==> config.mk <==
export PLATFORM = sky130hd
export DESIGN_NAME = cpu_issue_seq_flat
export DESIGN_NICKNAME = d
export VERILOG_FILES = /design/src/rtl/cpu_issue_seq_if.sv /design/src/rtl/cpu_issue_seq.sv /design/src/flat_wrapper.sv
export SDC_FILE = /design/constraint.sdc
export NUM_CORES = 1
export LEC_CHECK = 0
export BUFFER_PORTS_ARGS = -buffer_cell sky130_fd_sc_hd__buf_2
export CORE_MARGIN = 8
export CORE_UTILIZATION = 55
export CTS_CLUSTER_DIAMETER = 80
export DETAILED_ROUTE_END_ITERATION = 8
export PLACE_DENSITY = 0.78
export SLEW_MARGIN = 20
export SYNTH_ARGS = -nofsm -noshare
export SYNTH_HDL_FRONTEND = slang
export SYNTH_SLANG_ARGS = --single-unit
==> constraint.sdc <==
create_clock -name clk -period 1.8 [get_ports clk]
set_input_delay 0.36 -clock clk [delete_from_list [all_inputs] [get_ports clk]]
set_output_delay 0.36 -clock clk [all_outputs]
set_load 0.1 [all_outputs]
==> src/rtl/cpu_issue_seq_if.sv <==
// -----------------------------------------------------------------------------
// cpu_issue_seq_if
//
// Groups the two buses around the issue sequencer:
//   - the instruction byte stream from upstream (valid/ready handshake)
//   - the operand/result path to and from the 4-bit ALU
//
// Signals:
//   instr_byte  [7:0]  instruction or immediate byte from upstream
//   instr_valid        instr_byte is valid
//   instr_ready        sequencer accepts instr_byte this cycle
//   alu_opcode  [2:0]  ALU opcode
//   alu_in_1    [3:0]  ALU first operand  (R[rd])
//   alu_in_2    [3:0]  ALU second operand (R[rs] or immediate)
//   alu_en             ALU enable
//   alu_out     [3:0]  ALU result
//
// Modports:
//   master : environment side (instruction source + ALU)
//   slave  : sequencer side
// -----------------------------------------------------------------------------
interface cpu_issue_seq_if;
  logic [7:0] instr_byte;
  logic       instr_valid;
  logic       instr_ready;
  logic [2:0] alu_opcode;
  logic [3:0] alu_in_1;
  logic [3:0] alu_in_2;
  logic       alu_en;
  logic [3:0] alu_out;

  modport master (
    output instr_byte,
    output instr_valid,
    input  instr_ready,
    input  alu_opcode,
    input  alu_in_1,
    input  alu_in_2,
    input  alu_en,
    output alu_out
  );

  modport slave (
    input  instr_byte,
    input  instr_valid,
    output instr_ready,
    output alu_opcode,
    output alu_in_1,
    output alu_in_2,
    output alu_en,
    input  alu_out
  );
endinterface : cpu_issue_seq_if

==> src/rtl/cpu_issue_seq.sv <==
// -----------------------------------------------------------------------------
// cpu_issue_seq
//
// Instruction issue sequencer in front of the 4-bit ALU. Accepts instruction
// bytes over a valid/ready handshake, reads operands from a 4x4-bit register
// file, drives the ALU for ALU_LAT cycles and writes the result back into the
// destination register.
//
// Instruction byte: [7:5] op, [4:3] rd, [2:1] rs, [0] I.
//   I=1: a second byte follows; its [3:0] is the immediate, [7:4] ignored.
//
// Sequence: FETCH -> (IMM) -> EXEC -> (WAIT x ALU_LAT-1) -> WB -> FETCH
//
// Parameters:
//   ALU_LAT  cycles from first ALU-enabled cycle to the cycle alu_out is
//            sampled (1..7)
//
// Ports:
//   clk        system clock, rising edge
//   rst_n      asynchronous active-low reset
//   ena        design enable; when 0 the block is frozen
//   bus        instruction handshake + ALU bus (slave modport)
//   retire     one-cycle pulse in the writeback cycle
//   busy       high in every state except FETCH
//   zero_flag  result-was-zero flag, updated in writeback
//   dbg_sel    register readback select
//   dbg_data   combinational R[dbg_sel]
//
// Configuration macro:
//   ISSUE_ZERO_FLAG_EN  when defined, zero_flag is a register updated on
//                       every writeback; otherwise it is tied to 0.
// -----------------------------------------------------------------------------
module cpu_issue_seq #(
  parameter int unsigned ALU_LAT = 1
) (
  input  logic                  clk,
  input  logic                  rst_n,
  input  logic                  ena,
  cpu_issue_seq_if.slave        bus,
  output logic                  retire,
  output logic                  busy,
  output logic                  zero_flag,
  input  logic [1:0]            dbg_sel,
  output logic [3:0]            dbg_data
);

  typedef enum logic [2:0] {
    S_FETCH = 3'd0,
    S_IMM   = 3'd1,
    S_EXEC  = 3'd2,
    S_WAIT  = 3'd3,
    S_WB    = 3'd4
  } state_t;

  localparam logic [2:0] CNT_LOAD = 3'(ALU_LAT - 1);

  state_t     state_q, state_d;
  logic [2:0] cnt_q,   cnt_d;

  // Fields that must survive past the fetch cycle. rs and I are consumed in
  // the fetch cycle itself (operand select / next-state choice), so only the
  // opcode and destination are kept.
  logic [2:0] op_q;
  logic [1:0] rd_q;

  // Registered ALU drive; loaded only on entry to EXEC, held otherwise.
  logic [2:0] opcode_q, opcode_d;
  logic [3:0] in1_q,    in1_d;
  logic [3:0] in2_q,    in2_d;
  logic       ops_load;

  logic       fetch_hs;
  logic       wb_we;

  logic [3:0] regs_q [4];

  // ---------------------------------------------------------------------------
  // Next-state / output decode. Everything is gated by ena so that a frozen
  // block neither advances nor handshakes nor drives the ALU.
  // ---------------------------------------------------------------------------
  always_comb begin
    // NOTE: every signal written here gets a default first; a path that skips
    // an assignment would otherwise infer a latch.
    state_d         = state_q;
    cnt_d           = cnt_q;
    opcode_d        = opcode_q;
    in1_d           = in1_q;
    in2_d           = in2_q;
    ops_load        = 1'b0;
    fetch_hs        = 1'b0;
    wb_we           = 1'b0;
    bus.instr_ready = 1'b0;
    bus.alu_en      = 1'b0;
    retire          = 1'b0;

    if (ena) begin
      unique case (state_q)
        S_FETCH: begin
          bus.instr_ready = 1'b1;
          if (bus.instr_valid) begin
            fetch_hs = 1'b1;
            if (bus.instr_byte[0]) begin
              state_d = S_IMM;
            end else begin
              // Register form: operands come straight from the byte being
              // accepted, since op/rd/rs are not latched yet.
              state_d  = S_EXEC;
              ops_load = 1'b1;
              opcode_d = bus.instr_byte[7:5];
              in1_d    = regs_q[bus.instr_byte[4:3]];
              in2_d    = regs_q[bus.instr_byte[2:1]];
            end
          end
        end

        S_IMM: begin
          bus.instr_ready = 1'b1;
          if (bus.instr_valid) begin
            state_d  = S_EXEC;
            ops_load = 1'b1;
            opcode_d = op_q;
            in1_d    = regs_q[rd_q];
            in2_d    = bus.instr_byte[3:0];
          end
        end

        S_EXEC: begin
          bus.alu_en = 1'b1;
          cnt_d      = CNT_LOAD;
          state_d    = (ALU_LAT == 1) ? S_WB : S_WAIT;
        end

        S_WAIT: begin
          bus.alu_en = 1'b1;
          cnt_d      = cnt_q - 3'd1;
          // Leave on the cycle the counter reaches zero; <= also guards
          // against a stray zero so the FSM can never stall here.
          if (cnt_q <= 3'd1) begin
            state_d = S_WB;
          end
        end

        S_WB: begin
          retire  = 1'b1;
          wb_we   = 1'b1;
          state_d = S_FETCH;
        end

        default: begin
          state_d = S_FETCH;
        end
      endcase
    end
  end

  // ---------------------------------------------------------------------------
  // Control state and operand registers
  // ---------------------------------------------------------------------------
  always_ff @(posedge clk or negedge rst_n) begin
    // NOTE: sequential state uses non-blocking assignments so every register
    // samples the pre-edge values regardless of statement order.
    if (!rst_n) begin
      state_q  <= S_FETCH;
      cnt_q    <= 3'd0;
      op_q     <= 3'd0;
      rd_q     <= 2'd0;
      opcode_q <= 3'd0;
      in1_q    <= 4'd0;
      in2_q    <= 4'd0;
    end else begin
      state_q <= state_d;
      cnt_q   <= cnt_d;
      if (fetch_hs) begin
        op_q <= bus.instr_byte[7:5];
        rd_q <= bus.instr_byte[4:3];
      end
      if (ops_load) begin
        opcode_q <= opcode_d;
        in1_q    <= in1_d;
        in2_q    <= in2_d;
      end
    end
  end

  // ---------------------------------------------------------------------------
  // Register file
  // ---------------------------------------------------------------------------
  always_ff @(posedge clk or negedge rst_n) begin
    // NOTE: the register file is architecturally cleared by reset, so it is
    // built from resettable flops rather than an inferred RAM.
    if (!rst_n) begin
      for (int i = 0; i < 4; i++) begin
        regs_q[i] <= 4'd0;
      end
    end else if (wb_we) begin
      regs_q[rd_q] <= bus.alu_out;
    end
  end

  // ---------------------------------------------------------------------------
  // Zero flag
  // ---------------------------------------------------------------------------
`ifdef ISSUE_ZERO_FLAG_EN
  logic zero_q;

  always_ff @(posedge clk or negedge rst_n) begin
    if (!rst_n) begin
      zero_q <= 1'b0;
    end else if (wb_we) begin
      zero_q <= (bus.alu_out == 4'h0);
    end
  end

  assign zero_flag = zero_q;
`else
  assign zero_flag = 1'b0;
`endif

  // ---------------------------------------------------------------------------
  // Outputs
  // ---------------------------------------------------------------------------
  assign bus.alu_opcode = opcode_q;
  assign bus.alu_in_1   = in1_q;
  assign bus.alu_in_2   = in2_q;
  assign busy           = (state_q != S_FETCH);

  // Reads the current contents, so in the WB cycle R[rd] still shows the
  // old value; the written value appears the following cycle.
  assign dbg_data = regs_q[dbg_sel];

endmodule : cpu_issue_seq

==> src/flat_wrapper.sv <==
// flat-port wrapper written by rule: the top's interface ports become plain ports
module cpu_issue_seq_flat 
#(
  parameter int unsigned ALU_LAT = 1
)
  (clk, rst_n, ena, retire, busy, zero_flag, dbg_sel, dbg_data, bus_instr_byte, bus_instr_valid, bus_instr_ready, bus_alu_opcode, bus_alu_in_1, bus_alu_in_2, bus_alu_en, bus_alu_out);
  cpu_issue_seq_if bus_i ();
  input  logic clk;
  input  logic rst_n;
  input  logic ena;
  output logic retire;
  output logic busy;
  output logic zero_flag;
  input  logic [1:0] dbg_sel;
  output logic [3:0] dbg_data;
  input wire logic [$bits(bus_i.instr_byte)-1:0] bus_instr_byte;
  input wire logic [$bits(bus_i.instr_valid)-1:0] bus_instr_valid;
  output wire logic [$bits(bus_i.instr_ready)-1:0] bus_instr_ready;
  output wire logic [$bits(bus_i.alu_opcode)-1:0] bus_alu_opcode;
  output wire logic [$bits(bus_i.alu_in_1)-1:0] bus_alu_in_1;
  output wire logic [$bits(bus_i.alu_in_2)-1:0] bus_alu_in_2;
  output wire logic [$bits(bus_i.alu_en)-1:0] bus_alu_en;
  input wire logic [$bits(bus_i.alu_out)-1:0] bus_alu_out;
  assign bus_i.instr_byte = bus_instr_byte;
  assign bus_i.instr_valid = bus_instr_valid;
  assign bus_instr_ready = bus_i.instr_ready;
  assign bus_alu_opcode = bus_i.alu_opcode;
  assign bus_alu_in_1 = bus_i.alu_in_1;
  assign bus_alu_in_2 = bus_i.alu_in_2;
  assign bus_alu_en = bus_i.alu_en;
  assign bus_i.alu_out = bus_alu_out;
  cpu_issue_seq #(.ALU_LAT(ALU_LAT)) u_core (.clk(clk), .rst_n(rst_n), .ena(ena), .bus(bus_i), .retire(retire), .busy(busy), .zero_flag(zero_flag), .dbg_sel(dbg_sel), .dbg_data(dbg_data));
endmodule
### Word level (Yosys, flattened, before mapping)

Index checks and enable logic that the tools add are counted.

| storage, ports and cells | value |
|---|---|
| register bits after elaboration | 38 |
| output and inout port bits | 20 |
| input port bits | 18 |

| operators by class | value |
|---|---|
| equal/unequal tests | 8 |
| order comparisons | 6 |
| multiplexer cells | 46 |
| add/sub/neg operators | 1 |
| reductions and logical operators | 10 |
| bitwise logic cells | 4 |

Operators by type and width:

| kind | count |
|---|---|
| $mux 4 | 15 |
| $bmux 4 s2 | 4 |
| $mux 3 | 6 |
| $bwmux 16 | 1 |
| $pmux 4 s2 | 2 |
| $ge 3x3->1 const B | 4 |
| $mux 1 | 12 |
| $not 2->3 | 4 |
| $pmux 3 s2 | 2 |
| $pmux 3 s4 | 1 |
| $demux 4 s2 | 1 |
| $eq 3x2->1 const B | 2 |
| $ne 2x2->1 const B | 3 |
| $reduce_and 6->1 | 1 |
| $reduce_and 4->1 | 1 |
| $reduce_bool 2->1 | 2 |
| $reduce_or 2->1 | 2 |
| $eq 3x1->1 const B | 1 |
| $eq 3x3->1 const B | 1 |
| $le 3x1->1 const B | 1 |
| $logic_not 3->1 | 1 |
| $lt 3x1->1 const B | 1 |
| $reduce_bool 3->1 | 1 |
| $sub 3x1->3 const B | 1 |
| 5 further kinds | 5 |

### Depth between registers and ports, before layout

Gate-level depths: netlist of run 1.

| depth | value |
|---|---|
| depth in word-level cells | 7 |
| depth in mapped cells | 6 |
| mapped depth without buffers | 6 |

### Least setup slack after synthesis of run 1

Ideal clock, no wire load.

| path | value |
|---|---|
| path kind | reg-to-output |
| start point | register u_core.state_q[1] |
| end point | output bus_instr_ready |
| stages on the path, launching flop included | 3 |
| path slack | 0.065 ns |
| data required time | 1.440 ns |
| arrival | 1.375 ns |
| path through | dfrtp_1 > nor2_1 > and2_1 |

| between the ends | value |
|---|---|
| word-level cells in the longest chain between the ends | 4 |
| elaborated cells between the ends (all ways) | 5 |
| those cells by class | eq/ne: 1; mux: 2; reduce/logical: 2 |

Ends and longest elaborated chain:

| element | line | RTL |
|---|---|---|
| start: declaration | cpu_issue_seq.sv:57 | `state_t state_q, state_d;` |
| start signal: assignment | cpu_issue_seq.sv:171 | `state_q <= state_d;` |
| $eq 3x1->1 / $logic_not 3->1 (equally long branches) | cpu_issue_seq.sv:97 | `unique case (state_q)` |
| $reduce_or 2->1 (no source line) (*) | -- |  |
| $mux 1 (*) | cpu_issue_seq.sv:97 |  |
| $mux 1 (*) | cpu_issue_seq.sv:96 | `if (ena) begin` |
| end: declaration | flat_wrapper.sv:18 | `output wire logic [$bits(bus_i.instr_ready)-1:0] bus_instr_ready;` |

Every way passes the cells marked *; elsewhere a longest branch is shown, timed or not.

### Final worst setup path of run 1

| path | value |
|---|---|
| start point | register u_core.regs_q[1] (netlist bit) |
| end point | output dbg_data[1] |

| between the ends | value |
|---|---|
| word-level cells in the longest chain between the ends | 3 |

Ends and longest elaborated chain:

| element | line | RTL |
|---|---|---|
| start: declaration | cpu_issue_seq.sv:75 | `logic [3:0] regs_q [4];` |
| start signal: indexed assignment | cpu_issue_seq.sv:196 | `regs_q[rd_q] <= bus.alu_out;` |
| $bmux 4 s2 | cpu_issue_seq.sv:229 | `assign dbg_data = regs_q[dbg_sel];` |
| $mux 4 (not written as such) (2 in series) | cpu_issue_seq.sv:229 |  |
| end: declaration | flat_wrapper.sv:15 | `output logic [3:0] dbg_data;` |

Every way passes these cells. The select of a mux whose other input is x is not followed.

==> impl_metrics.csv, run 1 <==
group,metric,value,unit
run_status,status,"finished clean",
global_routing,grtUsageTotal,15.1,%
cts,ctsRootBufferMaster,"clkbuf_8",
finish,share_of_final_layout_standard_cells_stronger_than_drive_strength_1,49.3,%
die,chipWidth,77.5,um
routing,ant_nets,0,
timing,hold_viol,0,
finish,antenna-diode-count,0,
worst_setup_path,end_kind,"output pin",
routing,dr.pass1.iters,4,
worst_setup_path,worst-endpoint-required,1.44,ns
worst_setup_path,startpoint_type,"register",
global_routing,grt_pass1_vias,1517,
timing,finalClockSkew,0.00454,ns
global_routing,groute.layer.met3.usage,4.95,%
global_routing,use_met2,24.8,%
global_routing,grt_antenna_before_repair,0,
logic_synthesis,syn_inst,166,
global_routing,grt_pass1_wl,7360,um
global_routing,grt_start_max_net_pins,39,
timing,finalWorstPathRequiredPeriod,1.80,ns
die,die_area,6010,sq um
routing,num_vias,1551,
placement,hpwlAfterDp,3450,um
die,standard_cell_core_area,3660,sq um
cts,cts_tree,"done",
placement,gp_routability_congestion,0.850,
logic_synthesis,yosysWarningCount,0,
cts,htree_num_levels,2,
cts,clkLatencyLatePin,0.29,ns
logic_synthesis,yosys.area.top_type,"dfrtp_1",
cts,clkTransAtPathRegs,0.07,ns
die,io-pin-count,38,
routing,post_drt_via_cell_ratio,5.81,
global_routing,grt-busiest-layer,"met2",
worst_setup_path,reg_to_reg_slack_setup,0.20,ns
finish,n_fill_cell,260,
logic_synthesis,synth_area,2080,sq um
logic_synthesis,yosysTopAreaCellShare,45.7,%
finish,area_delta_synth_final,24.5,%
global_routing,met1_usage,18.0,%
cts,numCtsBuffers,5,
timing,achievable-frequency,556,MHz
min_path,worst_hold_path_type,"input pin to async pin",
routing,first_iter_violations,98,
global_routing,globalRouteOverflowTotal,0,
logic_synthesis,postSynthRegisterBits,38,
cts,cts-root-to-sink-buffers,2,
routing,route.detailed.drc,0,
placement,numPortBuffers,36,
run,maxCapViolCount,0,
timing,period_share,99.9,%
cts,cts.sink_count,38,
logic_synthesis,synth-seq-area-share,45.7,%
logic_synthesis,synth_area_leaders,"dfrtp_1, mux4_2, mux2_2",
die,die_y,77.5,um
die,initial_core_util,56.8,%
worst_setup_path,timing.setup.critical_path_class,"register to output pin",
logic_synthesis,avgSynthCellArea,12.5,sq um
finish,nets,238,
finish,finalInstanceArea,2590,sq um
die,placement_rows,22,
worst_setup_path,cp.arrival,1.44,ns
timing,final-max-slew-violation-count,0,
logic_synthesis,netlist-cell-type-count,33,
worst_setup_path,critical_path_peak_fanout,3,
routing,route.final.wire_length,4830,um
logic_synthesis,mapped_nets,186,
placement,post_placement_cell_area,2340,sq um
timing,setup-violations-final,0,
routing,wl_per_cell,18.1,um
-- logic make-up after synthesis --
kind of cell	count (synthesis)	share of synthesized area, %
and+or+nand+nor	34	8.84
AOI/OAI and AO/OA	26	7.70
buffers and inverters	18	4.09
other	1	0.180
muxes	47	32.3
DFF	38	45.7
adders and majority gates	2	1.20
-- Yosys cell counts (all sizes together) --
master / count
dfrtp: 38
mux2: 21
nand2: 18
o21ai: 16
mux4: 14
mux2i: 12
inv: 7
buf: 6
clkbuf: 5
a211o: 2
a21oi: 2
a22o: 2
and4: 2
ha: 2
nand3: 2
nand3b: 2
nor2: 2
nor2b: 2
nor3: 2
nor3b: 2
and2: 1
conb: 1
nand4: 1
o2111ai: 1
o21ba: 1
o221ai: 1
o31ai: 1
-- critical path, cell delays in order, from the launching register on --
cell and delay, ns:
dfrtp_1 0.41, mux4_2 0.53, buf_8 0.20
-- metrics by stage --
stage / hold slack [ns] / setup TNS (ns) / instances / setup WS, ns / utilization, %
3_5_place_dp: 0.430 / 0 / 244 / 0.0803 / 64.0
4_1_cts: 0.117 / -0.0138 / 253 / -0.0138 / 67.4
3_3_place_gp: 0.426 / 0 / 244 / 0.103 / 64.0
5_1_grt: 0.152 / -0.0305 / 267 / -0.0130 / 70.7
6_report: 0.110 / 0 / 267 / 0.00270 / 70.7
2_1_floorplan: 0.0644 / 0 / 166 / 0.0651 / -
-- timing repair --
action,4_1_cts,5_1_grt
setup buffers,1,14
endpoints found under the setup margin,5,8
hold buffers,0,0
resized for setup,10,7
-- final timing paths --
check / from / endpoint / depth (start not counted)
worst max-delay path: u_core.regs_q[1] / dbg_data[1] / 2
worst min-delay path: rst_n / u_core.bus.alu_in_2[2] / 2
worst max register to register: u_core.state_q[1] / u_core.regs_q[13] / 4
worst min register to register: u_core.bus.alu_in_2[3] / u_core.bus.alu_in_2[3] / 2
max in group asynchronous: rst_n / u_core.state_q[0] / 2
min in group clk: bus_instr_byte[7] / u_core.op_q[2] / 2
-- flip-flops by register name (all words and copies together), names as in the netlist --
name	count
u_core.bus.alu_in_1	4
u_core.cnt_q	3
u_core.bus.alu_in_2	4
u_core.regs_q	16
u_core.state_q	3
u_core.op_q	3
u_core.rd_q	2
u_core.bus.alu_opcode	3
-- per-layer routing --
layer,wire length [um],vias up
li1,-,716
met1,2020,772
met2,2440,53
met3,300,10
met4,74,0
met5,0,-
-- layout by cell type (no fill, tap or decap), types with 2 or more instances in the layout --
cell	count
a211o_1	2
inv_1	5
clkbuf_8	6
mux2i_1	12
ha_1	2
dfrtp_1	35
nand3_1	2
o21ai_0	15
buf_12	3
a22o_1	2
mux4_2	14
dfrtp_2	3
inv_2	2
buf_4	20
nor3_1	2
nand3b_1	2
buf_8	2
buf_2	29
nor2b_1	2
buf_6	2
mux2_2	21
nand2_1	18
a21oi_1	2
-- cell type report --
cell class | instances | area (sq um) | share of cell area [%]
inverter | 7 | 26.3 | 1.01
timing repair buffer | 56 | 408 | 15.7
tap | 48 | 60.1 | 2.32
clock inverter | 1 | 5.00 | 0.193
multi-input combinational | 110 | 1050 | 40.5
clock buffer | 7 | 86.3 | 3.33
sequential | 38 | 955 | 36.9
Power of run 1 is left out: the tool's default activity adds up to more than one toggle a clock period on the data nets, which glitch-free logic cannot reach.
==> run 2: changes to the inputs <==
--- a/config.mk
+++ b/config.mk
@@ -10,7 +10,7 @@
 export CORE_UTILIZATION = 55
 export CTS_CLUSTER_DIAMETER = 80
 export DETAILED_ROUTE_END_ITERATION = 8
-export PLACE_DENSITY = 0.78
+export PLACE_DENSITY = 0.79
 export SLEW_MARGIN = 20
 export SYNTH_ARGS = -nofsm -noshare
 export SYNTH_HDL_FRONTEND = slang
==> run 2 against run 1 <==
Compared with the run above: sequential share of layout area down 0.35 points; clock skew rose by 0.0046 ns; clock-buffer cell count shrank 2; final cell count is the same; fmax up 0.26%; highest routed layer unchanged; die area is the same; critical path depth unchanged; design area increased by 0.82%; hold slack worse by 0.0066 ns; flip-flop and latch count is the same; core utilization up 0.58 points; global-route usage increased by 0.42 points.
==> impl_metrics.csv, run 2 (synthesis gave the netlist of run 1 again) <==
group,metric,value,unit
run_status,status,"finished clean",
worst_setup_path,end_kind,"output pin",
global_routing,globalRouteOverflowTotal,0,
min_path,worst_hold_path_type,"input pin to async pin",
finish,stdcell_count,267,
cts,cts_tree,"done",
cts,cts-root-to-sink-buffers,2,
placement,gp_routability_congestion,0.814,
global_routing,grt_pass1_wl,7450,um
cts,numCtsBuffers,5,
finish,largest_register_ff_count,16,
cts,clkLatencyLatePin,0.30,ns
die,die_y,77.5,um
timing,timing.hold.ws,0.103,ns
cts,cts.sink_count,38,
worst_setup_path,critical_path_peak_fanout,5,
finish,share_of_final_layout_standard_cells_stronger_than_drive_strength_1,49.3,%
finish,nets,238,
finish,layout.cells.most_common,"dfrtp_1",
finish,top_register,"u_core.regs_q",
timing,setup-violations-final,0,
placement,hpwlAfterDp,3440,um
die,io-pin-count,38,
timing,period_share,99.6,%
global_routing,grt_antenna_before_repair,0,
die,placement_rows,22,
routing,ant_nets,0,
routing,dr.pass1.iters,4,
run,maxCapViolCount,0,
finish,antenna-diode-count,0,
global_routing,grt_start_max_net_pins,39,
routing,wl_per_cell,19.1,um
worst_setup_path,r2r_cells,5,
die,chipWidth,77.5,um
worst_setup_path,critical_path.reg2reg.startpoint,"u_core.state_q[0]",
cts,ctsRootBufferMaster,"clkbuf_8",
placement,placedCellCount,244,
global_routing,grtUsageTotal,15.5,%
timing,hold_viol,0,
worst_setup_path,reg_to_reg_slack_setup,0.18,ns
die,die_area,6010,sq um
timing,final-max-slew-violation-count,0,
timing,finalClockSkew,0.00914,ns
worst_setup_path,timing.setup.critical_path_class,"register to output pin",
die,initial_core_util,56.8,%
cts,htree_num_levels,2,
routing,num_vias,1553,
worst_setup_path,terminus_of_the_critical_flop_to_flop_path,"u_core.regs_q[9]",
routing,post_drt_via_cell_ratio,5.82,
routing,first_iter_violations,131,
worst_setup_path,cp.arrival,1.43,ns
cts,cts_hold_buf,0,
worst_setup_path,startpoint_type,"register",
routing,route.final.wire_length,5100,um
timing,rsz_0062_raised_after_global_routing,"yes",
finish,area_delta_synth_final,25.5,%
routing,route.detailed.drc,0,
timing,finalWorstPathRequiredPeriod,1.79,ns
cts,clkTransAtPathRegs,0.08,ns
finish,most-common-layout-cells,"dfrtp_1, buf_2, mux2_2",
worst_setup_path,worst-endpoint-required,1.44,ns
die,standard_cell_core_area,3660,sq um
global_routing,grt_pass1_vias,1526,
placement,numPortBuffers,36,
timing,achievable-frequency,558,MHz
## run 2: stage by stage
step | TNS, ns | setup slack (ns) | util [%] | area (sq um)
6_report | 0 | 0.00734 | 71.3 | 2610
5_1_grt | -0.0437 | -0.0252 | 71.3 | 2610
4_1_cts | -0.00215 | -0.00215 | 67.6 | 2480
3_5_place_dp | 0 | 0.0733 | 64.0 | 2340
3_3_place_gp | 0 | 0.0766 | 64.0 | 2340
2_1_floorplan | 0 | 0.0651 | - | 2080
## run 2: repair_timing
action,CTS,global route
endpoints found under the hold margin,0,0
pin swaps,0,0
resized for setup,8,8
buffers inserted,0,15
gates cloned,0,0
setup endpoints to repair,5,7
## run 2: worst max path at each step
stage,startpoint,to,slack (ns),cells past startpoint
floorplan,u_core.state_q[1],bus_instr_ready,0.07,2
global placement,dbg_sel[0],dbg_data[2],0.08,3
detailed placement,dbg_sel[0],dbg_data[2],0.07,3
CTS,u_core.regs_q[1],dbg_data[1],-0.002,2
global route,u_core.regs_q[6],dbg_data[2],-0.03,2
finish,u_core.regs_q[15],dbg_data[3],0.007,2
## run 2: metal layers
layer  vias up  global-route usage [%]  wire length, um
met5         -                       0                0
met4         0                    6.98               90
met3         9                    5.07              268
met2        42                    25.6             2680
met1       783                    17.9             2060
li1        719                       -                -
## run 2: area by class of cell
type / instances / area (sq um)
Multi-Input combinational cell: 110 / 1050
Fill cell: 257 / 1050
Sequential cell: 38 / 953
Timing Repair Buffer: 56 / 413
Clock buffer: 5 / 68.8
Tap cell: 48 / 60.1
Clock inverter: 3 / 40.0
Inverter: 7 / 26.3
## run 2: worst max-delay path, cell delays in order, from the launching register on
cell and delay (ns):
dfrtp_1 0.44, mux4_2 0.50, buf_6 0.20
Power of run 2 is left out for the same reason.
